==> src/rtl/definition.sv <==
// Bus-wide AHB sizing macros shared by the decoder/response-mux slice.
// Each macro is guarded so a build can override it on the command line.
`ifndef AHB_ADDR_WIDTH
`define AHB_ADDR_WIDTH 32
`endif
`ifndef AHB_DATA_WIDTH
`define AHB_DATA_WIDTH 32
`endif
`ifndef AHB_SLAVE_DEVICES
`define AHB_SLAVE_DEVICES 4
`endif

==> src/rtl/ahb_pkg.sv <==
// Shared AHB types and constants: transfer types, response codes,
// default-slave FSM states and the width of the address region field.
package ahb_pkg;

   typedef enum logic [1:0] {
      IDLE   = 2'd0,
      BUSY   = 2'd1,
      NONSEQ = 2'd2,
      SEQ    = 2'd3
   } htrans_t;

   localparam logic HRESP_OKAY  = 1'b0;
   localparam logic HRESP_ERROR = 1'b1;

   typedef enum logic [1:0] {
      DS_IDLE = 2'd0,
      DS_ERR1 = 2'd1,
      DS_ERR2 = 2'd2
   } ds_state_t;

   localparam int REGION_BITS = 4;

endpackage

==> src/rtl/ahb_default_slave.sv <==
// Built-in default slave: answers active (NONSEQ/SEQ) transfers to unmapped
// space with the two-cycle AHB ERROR response; IDLE/BUSY get a zero-wait OKAY.
module ahb_default_slave (
   input  logic       clk,
   input  logic       rstn,
   input  logic       sel,
   input  logic [1:0] htrans,
   input  logic       hready,
   output logic       hreadyout,
   output logic       hresp
);
   import ahb_pkg::*;

   ds_state_t state;
   ds_state_t state_nxt;
   logic      accept;
   logic      unused_htrans;

   // Only NONSEQ/SEQ (htrans[1]) accepted while the bus is ready start an error.
   assign accept        = sel & htrans[1] & hready;
   assign unused_htrans = htrans[0];

   // State register; reset aborts any response in flight.
   always_ff @(posedge clk or negedge rstn) begin
      if (!rstn) state <= DS_IDLE;
      else       state <= state_nxt;
   end

   // Next state and response outputs for the two-cycle ERROR sequence.
   always_comb begin
      state_nxt = state;
      hreadyout = 1'b1;
      hresp     = HRESP_OKAY;
      case (state)
         DS_IDLE: begin
            if (accept) state_nxt = DS_ERR1;
         end
         DS_ERR1: begin
            hreadyout = 1'b0;
            hresp     = HRESP_ERROR;
            state_nxt = DS_ERR2;
         end
         DS_ERR2: begin
            hresp     = HRESP_ERROR;
            state_nxt = accept ? DS_ERR1 : DS_IDLE;
         end
         default: state_nxt = DS_IDLE;
      endcase
   end

endmodule

==> src/rtl/ahb_resp_mux.sv <==
// AHB address decoder and slave-to-master response multiplexer.
// Decodes the top address nibble into a one-hot select (last bit = built-in
// default slave), registers the data-phase owner and muxes its response back.
// Optional macro AHB_RESP_MUX_ERR_CNT_EN adds a saturating ERROR counter err_cnt.
`ifndef AHB_ADDR_WIDTH
`define AHB_ADDR_WIDTH 32
`endif
`ifndef AHB_DATA_WIDTH
`define AHB_DATA_WIDTH 32
`endif
`ifndef AHB_SLAVE_DEVICES
`define AHB_SLAVE_DEVICES 4
`endif

module ahb_resp_mux #(
   parameter int ADDR_WIDTH    = `AHB_ADDR_WIDTH,
   parameter int DATA_WIDTH    = `AHB_DATA_WIDTH,
   parameter int SLAVE_DEVICES = `AHB_SLAVE_DEVICES
) (
   input  logic                                clk,
   input  logic                                rstn,
   input  logic [ADDR_WIDTH-1:0]               haddr,
   input  logic [1:0]                          htrans,
   output logic [SLAVE_DEVICES:0]              selx,
   output logic [$clog2(SLAVE_DEVICES):0]      multip_sel,
   input  logic [SLAVE_DEVICES*DATA_WIDTH-1:0] s_hrdata,
   input  logic [SLAVE_DEVICES-1:0]            s_hreadyout,
   input  logic [SLAVE_DEVICES-1:0]            s_hresp,
   output logic [DATA_WIDTH-1:0]               hrdata,
   output logic                                master_ready,
   output logic                                hresp
`ifdef AHB_RESP_MUX_ERR_CNT_EN
   ,
   output logic [15:0]                         err_cnt
`endif
);
   import ahb_pkg::*;

   localparam int SEL_W = $clog2(SLAVE_DEVICES) + 1;

   logic [REGION_BITS-1:0] region;
   logic [SEL_W-1:0]       sel_idx;
   logic                   ds_hreadyout;
   logic                   ds_hresp;
   logic                   unused_addr;

   assign region      = haddr[ADDR_WIDTH-1 -: REGION_BITS];
   assign unused_addr = ^haddr[ADDR_WIDTH-REGION_BITS-1:0];

   // Address decode: regions 1..SLAVE_DEVICES map to real slaves, all else to the default slave.
   always_comb begin
      sel_idx = SEL_W'(SLAVE_DEVICES);
      if (int'(region) >= 1 && int'(region) <= SLAVE_DEVICES)
         sel_idx = SEL_W'(int'(region) - 1);
      selx = '0;
      for (int i = 0; i <= SLAVE_DEVICES; i++)
         selx[i] = (int'(sel_idx) == i);
   end

   // Data-phase owner: advances only when the current data phase completes.
   always_ff @(posedge clk or negedge rstn) begin
      if (!rstn)             multip_sel <= SEL_W'(SLAVE_DEVICES);
      else if (master_ready) multip_sel <= sel_idx;
   end

   ahb_default_slave u_default_slave (
      .clk       (clk),
      .rstn      (rstn),
      .sel       (selx[SLAVE_DEVICES]),
      .htrans    (htrans),
      .hready    (master_ready),
      .hreadyout (ds_hreadyout),
      .hresp     (ds_hresp)
   );

   // Response mux: real slave when owner is in range, otherwise default slave with zero data.
   always_comb begin
      hrdata       = '0;
      master_ready = ds_hreadyout;
      hresp        = ds_hresp;
      for (int i = 0; i < SLAVE_DEVICES; i++) begin
         if (int'(multip_sel) == i) begin
            hrdata       = s_hrdata[i*DATA_WIDTH +: DATA_WIDTH];
            master_ready = s_hreadyout[i];
            hresp        = s_hresp[i];
         end
      end
   end

`ifdef AHB_RESP_MUX_ERR_CNT_EN
   // Count completed ERROR responses (final, ready cycle), saturating at all-ones.
   always_ff @(posedge clk or negedge rstn) begin
      if (!rstn)
         err_cnt <= '0;
      else if (master_ready && hresp == HRESP_ERROR && err_cnt != 16'hFFFF)
         err_cnt <= err_cnt + 16'd1;
   end
`endif

endmodule

==> config.mk <==
export PLATFORM = sky130hd
export DESIGN_NAME = ahb_resp_mux
export DESIGN_NICKNAME = d
export VERILOG_FILES = /design/src/rtl/definition.sv /design/src/rtl/ahb_pkg.sv /design/src/rtl/ahb_default_slave.sv /design/src/rtl/ahb_resp_mux.sv
export SDC_FILE = /design/constraint.sdc
export NUM_CORES = 1
export LEC_CHECK = 0
export CORE_MARGIN = 10
export CORE_UTILIZATION = 24
export CTS_CLUSTER_SIZE = 40
export DETAILED_ROUTE_END_ITERATION = 7
export PLACE_DENSITY = 0.93
export SETUP_SLACK_MARGIN = 0.05
export SYNTH_ARGS = -nofsm -noshare
export SYNTH_HDL_FRONTEND = slang
export SYNTH_SLANG_ARGS = --single-unit
export TNS_END_PERCENT = 20
==> constraint.sdc <==
create_clock -name clk -period 2.83 [get_ports clk]
set_clock_uncertainty 0.15 [all_clocks]
set_input_delay 0.7075 -clock clk [delete_from_list [all_inputs] [get_ports clk]]
set_output_delay 0.7075 -clock clk [all_outputs]
set_load 0.02 [all_outputs]
==> results of run 1 <==
worst max-delay path: stages:
cell and delay [ps]:
dlygate4sd2_1 240, inv_2 120, ha_4 150, and3_4 190, o21bai_2 80, buf_4 170, nor3_2 130, buf_4 170
timing repair:
action,CTS,global route
endpoints found under the setup margin,39,16
pin swaps,8,1
resized for setup,189,41
cloned,0,0
setup buffers,2,0
hold buffers,0,0
cells in the mapped netlist (2+ instances only):
library cell and number:
dfrtp_1 4, clkbuf_1 6, o31ai_1 2, mux4_2 33, nand2_1 5, nor2_1 3
ha_1 7, o211ai_1 2, inv_1 8, o21ai_0 2, buf_2 5, nor3_1 2
nor2b_1 33, and3_1 2
path summary, 6_finish.rpt:
check | from | to | slack, ps | cells past startpoint
setup / recovery | haddr[29] | selx[3] | 20 | 8
hold / removal | u_default_slave.state[1] | u_default_slave.state[1] | 410 | 1
setup reg to reg | multip_sel[0] | u_default_slave.state[1] | 620 | 6
hold reg to reg | u_default_slave.state[1] | u_default_slave.state[1] | 410 | 1
max in group asynchronous | rstn | multip_sel[2] | 1730 | 1
min in group asynchronous | rstn | multip_sel[1] | 550 | 1
logic make-up after synthesis:
logic type / share of synthesized area [%]
simple gates: 20.7
mux: 51.7
buf+inv: 6.50
compound gates: 6.67
fa+ha+maj: 5.91
flops: 8.53
cells in the final DEF (no fill, tap or decap), types with 2 or more instances in the layout:
master and n:
inv_2 3, buf_12 4, o21ai_0 2, inv_1 5
dlymetal6s2s_1 6, mux4_2 33, buf_4 17, ha_1 4
nor2b_1 25, o211ai_1 2, nor2_1 2, and3_4 2
dlygate4sd2_1 4, dfrtp_1 3, nand2_1 5, ha_4 2
nor2b_4 3, o31ai_1 2, buf_2 23, nor2b_2 5
clkbuf_8 3, clkdlybuf4s50_1 134, buf_6 13
registers in the layout, indices dropped and copies added, names as in the netlist:
name / flops
multip_sel: 3
u_default_slave.state: 2
metrics by stage:
| step | setup TNS [ps] | utilization (%) | power [mW] | cell area, µm² | hold slack (ps) |
|---|---|---|---|---|---|
| 6_report | 0 | 60.8 | 2.31 | 3620 | 413 |
| 5_1_grt | -70.1 | 60.8 | 2.46 | 3620 | 455 |
| 4_1_cts | -27.1 | 58.7 | 2.22 | 3500 | 424 |
| 3_5_place_dp | -13970 | 59.1 | 2.24 | 3520 | 417 |
| 3_3_place_gp | -12940 | 59.1 | 2.20 | 3520 | 384 |
| 2_1_floorplan | 0 | - | 1.28 | 1480 | 262 |
layout make-up:
type | count | area [µm²]
fill | 477 | 2340
timing repair buffer | 202 | 1930
multi-input combinational | 105 | 1390
sequential | 5 | 128
tap | 75 | 93.8
clock buffer | 4 | 45.0
inverter | 8 | 30.0
power by group through the flow:
stage          clock network, mW  logic [mW]  registers [mW]
6_report                   0.135        2.02           0.158
3_5_place_dp                   0        2.08           0.160
3_3_place_gp                   0        2.04           0.159
2_1_floorplan                  0        1.14           0.148
4_1_cts                    0.137        1.93           0.160
5_1_grt                    0.143        2.15           0.165
layer usage:
metal	vias up	wire (µm)	GRT usage, %
met5	-	0	0
met4	0	161	3.86
met3	13	881	5.45
met2	125	4740	32.3
met1	933	2950	16.7
li1	897	-	-
==> metrics, run 1 <==
status finished, final reports clean; Int Pwr 1.28 mW; clk sinks 5; Synth Instances 131; startpoint class of the critical path input port; Final Hold Viols 0; worst slew pin tran 273 ps; Crit. End Element primary output; io pins 214; vias in the first global route 2230; Std-Cell Rows 28; die height 98.6 µm; synth top area cells mux4_2 (50%), nor2b_1 (14%), dfrtp_1 (6.8%), ha_1 (5.9%), inv_1 (2.0%); gr usage total 16.7%; CTS tree yes; CP Class in2out; H-tree levels 1; Yosys reg bits 5; Reg clk slew, reported paths 30 ps; Tmin final 2810 ps; die area 0.00972 mm²; yosys warns 0; Synth cell types 31; Clock power frac 5.9%; Final Worst Setup Slack 20.3 ps; Placer Congestion 0.780; maxcap violations 0; Final setup violation count 0; Total Routed Length 8730 µm; RSZ-0062 raised after global routing true; Post-Place Cells 393; Logic pwr share 87.3%; DRC viols 0; Worst-Skew Late Latency 230 ps; final net count 504; non-filler cells, final 399; post-synthesis async set-or-reset flop share 100%; total core area 0.00596 mm²; total CTS buffers 3; EDFF count, synth 0; WL/cell 21.9 µm; Data required, critical path 1970 ps; share of cells above drive strength 1 37.3%; Initial Util 24.9%; Vias/cell 4.93; worst min-delay path category reg2reg; Worst IR Drop VDD 0.000456 V; largest net degree at the start of global routing 39; Reg power frac 6.8%; relative slew slack 81.8%; TritonRoute pass-1 iters 4; sw power 1.03 mW; Yosys top cell by area mux4_2; drt first-iter violations 46; antenna-violating nets left 0; period utilisation layout 99.3%; Die W 98.6 µm; Root Buffer clkbuf_8; Mapped Area 0.00148 mm²; top cell type's share of synthesized area 50.2%; sw frac 44.5%; # port buffers 184; Area growth, synth to finish 144%; initial antenna violation count 0; pwr/cell area 638 mW/mm²; CP max FO 4; first-pass GRT wire length 13000 µm; Max Slew Vio Count 0; Detail Placement HPWL 7480 µm; Peak Freq 356 MHz; post-synthesis sequential area ratio 8.53%; CTS Buffer Depth 2; critical path arrival 1950 ps; Ant. Diodes 0; leak pwr 1.46 nW; pre-CTS WS -758 ps; ys flop type dfrtp_1; gr ovfl total 0; syn_area_per_cell 11.3 µm²; via count 1968; Post-Syn Nets 310
No activity file was read; power rests on OpenSTA's default activity.
==> run 2: changes to the inputs <==
TNS_END_PERCENT = 10   (was 20)
==> metrics, run 2 (synthesis results as in run 1) <==
status finished, final reports clean; Ant. Diodes 0 (unchanged); Logic pwr share 87.3% (about the same); RSZ-0062 raised after global routing true; period utilisation layout 99.6% (+0.29 points); first-pass GRT wire length 13000 µm (+0.11%); Fin Setup TNS 0 ps (unchanged); # port buffers 184 (unchanged); Largest Register multip_sel; startpoint class of the critical path input port; leak pwr 1.46 nW (about the same); die height 98.6 µm (unchanged); largest net degree at the start of global routing 39 (unchanged); total CTS buffers 3 (unchanged); Crit. End Element primary output; Tmin final 2820 ps (+8.15 ps); Final Worst Setup Slack 12.2 ps (-8.15 ps); H-tree levels 1 (unchanged); commonest non-fill, non-tap cell in the layout clkdlybuf4s50_1; antenna-violating nets left 0 (unchanged); CTS Buffer Depth 2 (unchanged); Max Slew Vio Count 0 (unchanged); critical path arrival 1960 ps (about the same); total core area 0.00596 mm² (unchanged); vias in the first global route 2230 (unchanged); Int Pwr 1.28 mW (about the same); pwr/cell area 638 mW/mm² (about the same); gr ovfl total 0 (unchanged); CP max FO 3 (-1); Data required, critical path 1970 ps (about the same); Total Routed Length 8770 µm (+0.42%); Final setup violation count 0 (unchanged); Final Hold Viols 0 (unchanged); final core occ 60.8% (about the same); Reg clk slew, reported paths 30 ps (about the same); worst min-delay path category reg2reg; CP Class in2out; Initial Util 24.9% (unchanged); Finished Cell Area 0.00362 mm² (about the same); Root Buffer clkbuf_8; sw power 1.03 mW (about the same); Vias/cell 4.91 (-0.46%); Std-Cell Rows 28 (unchanged); gr usage total 16.7% (unchanged); die area 0.00972 mm² (unchanged); Largest regs multip_sel: 3 flops, u_default_slave.state: 2 flops; relative slew slack 81.7% (-0.15 points); Peak Freq 355 MHz (-0.29%); Detail Placement HPWL 7480 µm (unchanged); drt first-iter violations 55 (+20%); via count 1959 (-0.46%); hold slack 413 ps (+0.0820 ps); maxcap violations 0 (unchanged); CTS tree yes; sw frac 44.5% (about the same); final net count 504 (unchanged); Reg power frac 6.9% (about the same); fillers 475 (-0.42%); Worst IR Drop VDD 0.000454 V (-0.42%); Placer Congestion 0.780 (unchanged); DP Area 0.00352 mm² (unchanged); Clock power frac 5.9% (about the same); worst slew pin tran 275 ps (+1.62 ps); pre-CTS WS -758 ps (unchanged); CP Launch Point haddr[29]; share of cells above drive strength 1 37.3% (unchanged); Worst-Skew Late Latency 230 ps (about the same); WL/cell 22.0 µm (+0.42%); DRC viols 0 (unchanged); Die W 98.6 µm (unchanged); hold wc startpoint u_default_slave.state[1]; cts hold-fix bufs 0 (unchanged); Largest register FFs 3 (unchanged); commonest cells after routing, fill and taps aside clkdlybuf4s50_1 (135), mux4_2 (33), nor2b_1 (25), buf_2 (23), buf_4 (17); Area growth, synth to finish 144% (about the same); clk sinks 5 (unchanged); slack of the worst reg-to-reg path 620 ps (about the same); initial antenna violation count 0 (unchanged); Reg2Reg Launch Point multip_sel[0]; io pins 214 (unchanged); TritonRoute pass-1 iters 4 (unchanged)
## run 2: per-layer routing
layer	part of all wire [%]	track usage (%)
met4	1.9	3.86
met1	34	16.8
met2	54	32.2
met5	0	0
met3	9.8	5.45
## run 2: power by group through the flow
| stage | Sequential (mW) | Combinational [mW] | Clock, mW |
|---|---|---|---|
| 2_1_floorplan | 0.148 | 1.14 | 0 |
| 3_3_place_gp | 0.159 | 2.04 | 0 |
| 3_5_place_dp | 0.160 | 2.08 | 0 |
| 4_1_cts | 0.160 | 1.91 | 0.137 |
| 5_1_grt | 0.165 | 2.15 | 0.143 |
| 6_report | 0.158 | 2.02 | 0.135 |
## run 2: timing repair
action | 4_1_cts | 5_1_grt
setup endpoints to repair | 39 | 17
pin swaps | 7 | 1
resized for setup | 183 | 46
setup buffers | 2 | 0
hold endpoints to repair | 0 | 0
## run 2: final cells by class
cell class                 instances  area [µm²]  area share, %
sequential                         5         128           3.52
tap                               75        93.8           2.59
timing repair buffer             202        1930           53.4
inverter                           8        30.0          0.829
clock buffer                       4        45.0           1.24
multi-input combinational        105        1390           38.4
## run 2: path summary, 6_finish.rpt
kind | end | depth (start not counted)
max in group asynchronous | multip_sel[2] | 1
hold / removal | u_default_slave.state[1] | 1
hold reg to reg | u_default_slave.state[1] | 1
min in group asynchronous | multip_sel[1] | 1
setup / recovery | selx[0] | 7
setup reg to reg | u_default_slave.state[1] | 6
## run 2: per-stage QoR
stage          cells  power (mW)
3_5_place_dp     393        2.24
4_1_cts          399        2.20
3_3_place_gp     393        2.20
6_report         399        2.31
2_1_floorplan    131        1.28
5_1_grt          399        2.46
## run 2: worst max-delay path, stage by stage
cell,delay [ps]
dlygate4sd2_1,240
inv_2,120
ha_4,230
a2111oi_4,290
buf_4,190
nor2_1,40
buf_4,150
==> variant 1, RTL diff (flow settings as in run 2) <==
The package constant `REGION_BITS` goes from 4 to 5.
--- a/src/rtl/ahb_pkg.sv
+++ b/src/rtl/ahb_pkg.sv
@@ -18,7 +18,7 @@
       DS_ERR2 = 2'd2
    } ds_state_t;
 
-   localparam int REGION_BITS = 4;
+   localparam int REGION_BITS = 5;
 
 endpackage
 
Formal check against the unedited RTL: not equivalent (Yosys sat finds a counterexample within 4 cycles, from zero or initial values and one cycle with rstn low).
==> variant 1 against run 2 <==
Design area rose by 2.1%. Total power fell by 41%. Sequential cell count did not move. Maximum frequency rose by 1.6%. Worst setup slack improved by 0.044 ns. Synthesized area rose by 2.9%. First-iteration DRC count fell by 45%. Sequential power fell by 21%. Routed wire length rose by 2.4%. Count of clock-buffer cells in the layout did not move. Critical endpoint is now selx[1]. Largest cell class unchanged.
==> variant 1: results (changes against run 2) <==
Worst EP arrival=1.92 ns (-0.04 ns); CP Max Fanout=5 (+2); relative slew slack=79.30% (-2.4 points); status=finished, final reports clean; CP peak stage delay=0.22 ns (-0.07 ns); Max stage delay cell, worst path=ha_1; largest cells by area after synthesis=mux4_2, nor2b_1, dfrtp_1, ha_1, dfstp_2; Num CTS Buffers=3 (unchanged); most common flop cell mapped by yosys=dfrtp_1; vias in the first global route=2283 (+2.4%); worst vdd ir=0.0003178 V (-30%); largest net degree at the start of global routing=23 (-41%); leakage power=1.508 nW (+3.0%); WL/cell=21.90 um (-0.36%); Synth cell types=34 (+9.7%); PortBufs=185 (+0.54%); sequential area share after synthesis=8.292% (-0.24 points); Synth top cells by count=nor2b_1, mux4_2, ha_1, inv_1, clkbuf_1; fill cell count=492 (+3.6%); gp weighted congestion=0.8457 (+8.5%); crit path to=selx[1]; overall via count from detail_route=1976 (+0.87%); first-pass GRT wire length=13540 um (+4.0%); Final HPWL DP=7788 um (+4.1%); number of nets in the layout=515 (+2.2%); overall routing resource usage=17.17% (+0.48 points); starting DRC count in detailed routing=30 (-45%); beginning of the critical path=haddr[27]; share of layout cells above drive strength 1=39.70% (+2.4 points)
==> variant 1: repair_timing <==
| action | in CTS | in global routing |
|---|---|---|
| gates resized for setup | 198 | 40 |
| setup buffers | 4 | 0 |
| hold endpoints to repair | 0 | 0 |
| endpoints found under the setup margin | 39 | 13 |
| pin swaps | 8 | 6 |
| hold buffers | 0 | 0 |
==> variant 1: critical path, delay by kind of cell <==
kind	cells	cell delay, ns
adders and majority gates	1	0.22
and+or+nand+nor	2	0.35
xor gates and xnor gates	1	0.19
buffers and inverters	4	0.46
==> variant 1: cell families after synthesis <==
group                      share of synthesized area [%]
muxes                                              50.98
and+or+nand+nor                                    22.58
buffers and inverters                              6.404
DFF                                                8.293
AOI/OAI and AO/OA                                  5.419
xor gates and xnor gates                          0.5748
adders and majority gates                          5.747
==> variant 1: how the worst min path moves through the flow <==
stage	endpoint	slack, ns	start	depth (start not counted)
final	u_default_slave.state[1]$_DFFE_PN0P_	0.41	u_default_slave.state[1]$_DFFE_PN0P_	1
after global placement	u_default_slave.state[1]$_DFFE_PN0P_	0.38	u_default_slave.state[1]$_DFFE_PN0P_	1
after CTS	u_default_slave.state[1]$_DFFE_PN0P_	0.41	u_default_slave.state[1]$_DFFE_PN0P_	1
after global routing	u_default_slave.state[1]$_DFFE_PN0P_	0.45	u_default_slave.state[1]$_DFFE_PN0P_	1
after detailed placement	u_default_slave.state[1]$_DFFE_PN0P_	0.40	u_default_slave.state[1]$_DFFE_PN0P_	1
after floorplan	multip_sel[0]$_DFFE_PN0N_	0.26	rstn	0
==> variant 1: power by group <==
group	switching, W	total [W]	internal [W]
Sequential	0.0000302	0.000125	0.0000946
Clock	0.0000331	0.000130	0.0000965
Combinational	0.000449	0.00112	0.000670
Total	0.000513	0.00137	0.000862
==> variant 1: area by class of cell <==
class	count	area [um2]	share of cell area [%]
clock buffer	4	45.04	1.218
inverter	7	33.78	0.9134
multi-input combinational	106	1423	38.46
sequential	5	127.6	3.451
tap	75	93.84	2.537
timing repair buffer	213	1976	53.42
==> variant 1: metrics by stage <==
stage                       TNS, ns  cells  worst slack (ns)  total power (W)  area, um2
after floorplan                   0    131           0.01822        0.0007348       1529
after global placement       -13.96    402           -0.8210         0.001215       3610
after detailed placement     -15.54    402            -1.056         0.001241       3610
after CTS                  -0.02118    410          -0.02118         0.001348       3576
after global routing      -0.003639    410         -0.003639         0.001472       3699
final                             0    410           0.05647         0.001374       3699
==> variant 1: metal layers <==
metal / up-vias / GRT usage (%) / part of all wire [%]
met1: 927 / 18.12 / 37
met2: 117 / 32.45 / 53
met4: 0 / 3.418 / 1.3
li1: 920 / - / -
met5: - / 0 / 0
met3: 12 / 5.260 / 8.9
==> variant 2, RTL diff (config.mk and constraints of run 2) <==
Made on the original files. Encoding of `ds_state_t`: now one-hot (3 bits for 3 states).
--- a/src/rtl/ahb_pkg.sv
+++ b/src/rtl/ahb_pkg.sv
@@ -12,10 +12,10 @@
    localparam logic HRESP_OKAY  = 1'b0;
    localparam logic HRESP_ERROR = 1'b1;
 
-   typedef enum logic [1:0] {
-      DS_IDLE = 2'd0,
-      DS_ERR1 = 2'd1,
-      DS_ERR2 = 2'd2
+   typedef enum logic [2:0] {
+      DS_IDLE = 3'b001,
+      DS_ERR1 = 3'b010,
+      DS_ERR2 = 3'b100
    } ds_state_t;
 
    localparam int REGION_BITS = 4;
Behaviour: no difference found for any inputs over 10 cycles, from zero or initial values and one cycle with rstn low; not proved beyond that.
==> variant 2 against run 2 <==
Routed wire length fell by 6.9%. Critical path depth shrank 1. Synthesized area decreased by 2.2%. Sequential cell count grew 1. Die area shrank 1.7%. Worst setup slack improved by 0.041 ns. Design area is 5.5% lower. Register-to-register slack better by 0.17 ns. Critical path type unchanged. Largest cell class unchanged.
Power is not compared: it rests on default switching activity, and its combinational part moved more than twofold at a synthesized area within 25%.
==> variant 2: results (changes against run 2) <==
r2r worst-path depth=5 (-1); WHS Path Cells=2 (+1); Final HPWL DP=7004 um (-6.4%); overall via count from detail_route=1920 (-2.0%); sequential area share after synthesis=10.54% (+2.0 points); First-pass DRT Iterations=5 (+1); CP peak stage delay=0.43 ns (+0.14 ns); Num CTS Buffers=3 (unchanged); largest net degree at the start of global routing=21 (-46%); dpl cell area=3476 um2 (-1.3%); DP Cell Count=389 (-1.0%); Post-Synth XOR/XNOR Area=1.209% (+1.2 points); CP delay by family, top=simple AND/OR/NAND/NOR gates; fill cell count=504 (+6.1%); syn_nets=303 (-2.3%); post-synthesis mux area share=53.02% (+1.3 points); starting DRC count in detailed routing=63 (+15%); overall routing resource usage=16.47% (-0.22 points); number of nets in the layout=496 (-1.6%); share of layout cells above drive strength 1=34.69% (-2.7 points); gp weighted congestion=0.8641 (+11%); # diodes=0 (unchanged); Synth top cells by count=nor2b_1, mux4_2, clkbuf_1, nor2_1; Regs by FF count=multip_sel x3, u_default_slave.state x3; Syn Inst Count=128 (-2.3%); post-synthesis compound-gate area fraction=4.231% (-2.4 points); CP Max Fanout=4 (+1); Max stage delay cell, worst path=or3_4; Synth Area in Adders=2.591% (-3.3 points); first-pass GRT wire length=12810 um (-1.6%); relative slew slack=78.23% (-3.4 points); largest cells by area after synthesis=mux4_2, nor2b_1, dfrtp_1, dfstp_2, ha_1; drt via density=4.861 (-1.0%); worst slack, placed=-0.9270 ns (-0.1692 ns); Synth cell types=32 (+3.2%); status=finished, final reports clean; vias in the first global route=2233 (+0.13%); worst vdd ir=0.0002174 V
[variant 2: cell types whose count changed in the layout (fill, tap and decap cells not counted), sizes merged, moves of 4 or more]
cell          delta
dlymetal6s2s     -6
dlygate4sd2      +4
ha               -4
inv              -4
[variant 2: report_power, final]
group | switching [W] | internal, W
combinational | 0.000360 | 0.000481
clock | 0.0000405 | 0.0000971
sequential | 0.0000229 | 0.000105
total | 0.000423 | 0.000684
[variant 2: area by class of cell]
cell class / count / area [um2] / area share, %
inverter: 4 / 17.52 / 0.5119
tap: 75 / 93.84 / 2.742
timing repair buffer: 201 / 1824 / 53.31
clock buffer: 4 / 45.04 / 1.316
sequential: 6 / 153.9 / 4.497
multi-input combinational: 105 / 1287 / 37.62
[variant 2: worst reg2reg max path: stages (launching register included)]
cell and delay (ns):
dfrtp_2 0.46, mux4_2 0.38, mux2i_2 0.09, buf_4 0.16, or4_1 0.51, o21a_1 0.21
[variant 2: final timing paths]
kind                       slack [ns]                                    to                                 start
max in group asynchronous        1.71  u_default_slave.state[0]$_DFFE_PN1P_                                  rstn
max                              0.05                               selx[2]                             haddr[31]
min in group asynchronous        0.56             multip_sel[1]$_DFFE_PN0N_                                  rstn
max reg2reg                      0.79  u_default_slave.state[0]$_DFFE_PN1P_             multip_sel[0]$_DFFE_PN0N_
min reg2reg                      0.48  u_default_slave.state[1]$_DFFE_PN0P_  u_default_slave.state[2]$_DFFE_PN0P_
min                              0.48  u_default_slave.state[1]$_DFFE_PN0P_  u_default_slave.state[2]$_DFFE_PN0P_
[variant 2: cell families (layout without fill, tap and decap cells)]
family / Yosys count / in the layout
flip-flops: 6 / 6
AO/OA/AOI/OAI: 9 / 9
adder cells (fa/ha/maj): 3 / 3
buffers and inverters: 17 / 209
XOR/XNOR: 2 / 2
AND/OR/NAND/NOR: 56 / 56
multiplexers: 35 / 35
[variant 2: metal layers]
metal	global-route usage (%)	up-vias	wire (um)
met5	0	-	0
met4	4.139	0	184
met3	4.836	23	567
met2	32.40	113	4579
met1	16.23	899	2835
li1	-	885	-
[variant 2: what timing repair did]
| action | CTS | global route |
|---|---|---|
| setup endpoints to repair | 39 | 13 |
| resized for setup | 195 | 2 |
| buffers inserted | 2 | 0 |
| pin swaps | 5 | 0 |
[variant 2: stage by stage]
step                utilization, %  hold slack, ns    TNS [ns]
floorplan                        -          0.2619           0
global placement             59.06          0.4300      -13.13
detailed placement           59.06          0.4634      -14.15
CTS                          58.21          0.4733  -0.0009937
global route                 58.14          0.5101           0
finish                       58.14          0.4794           0
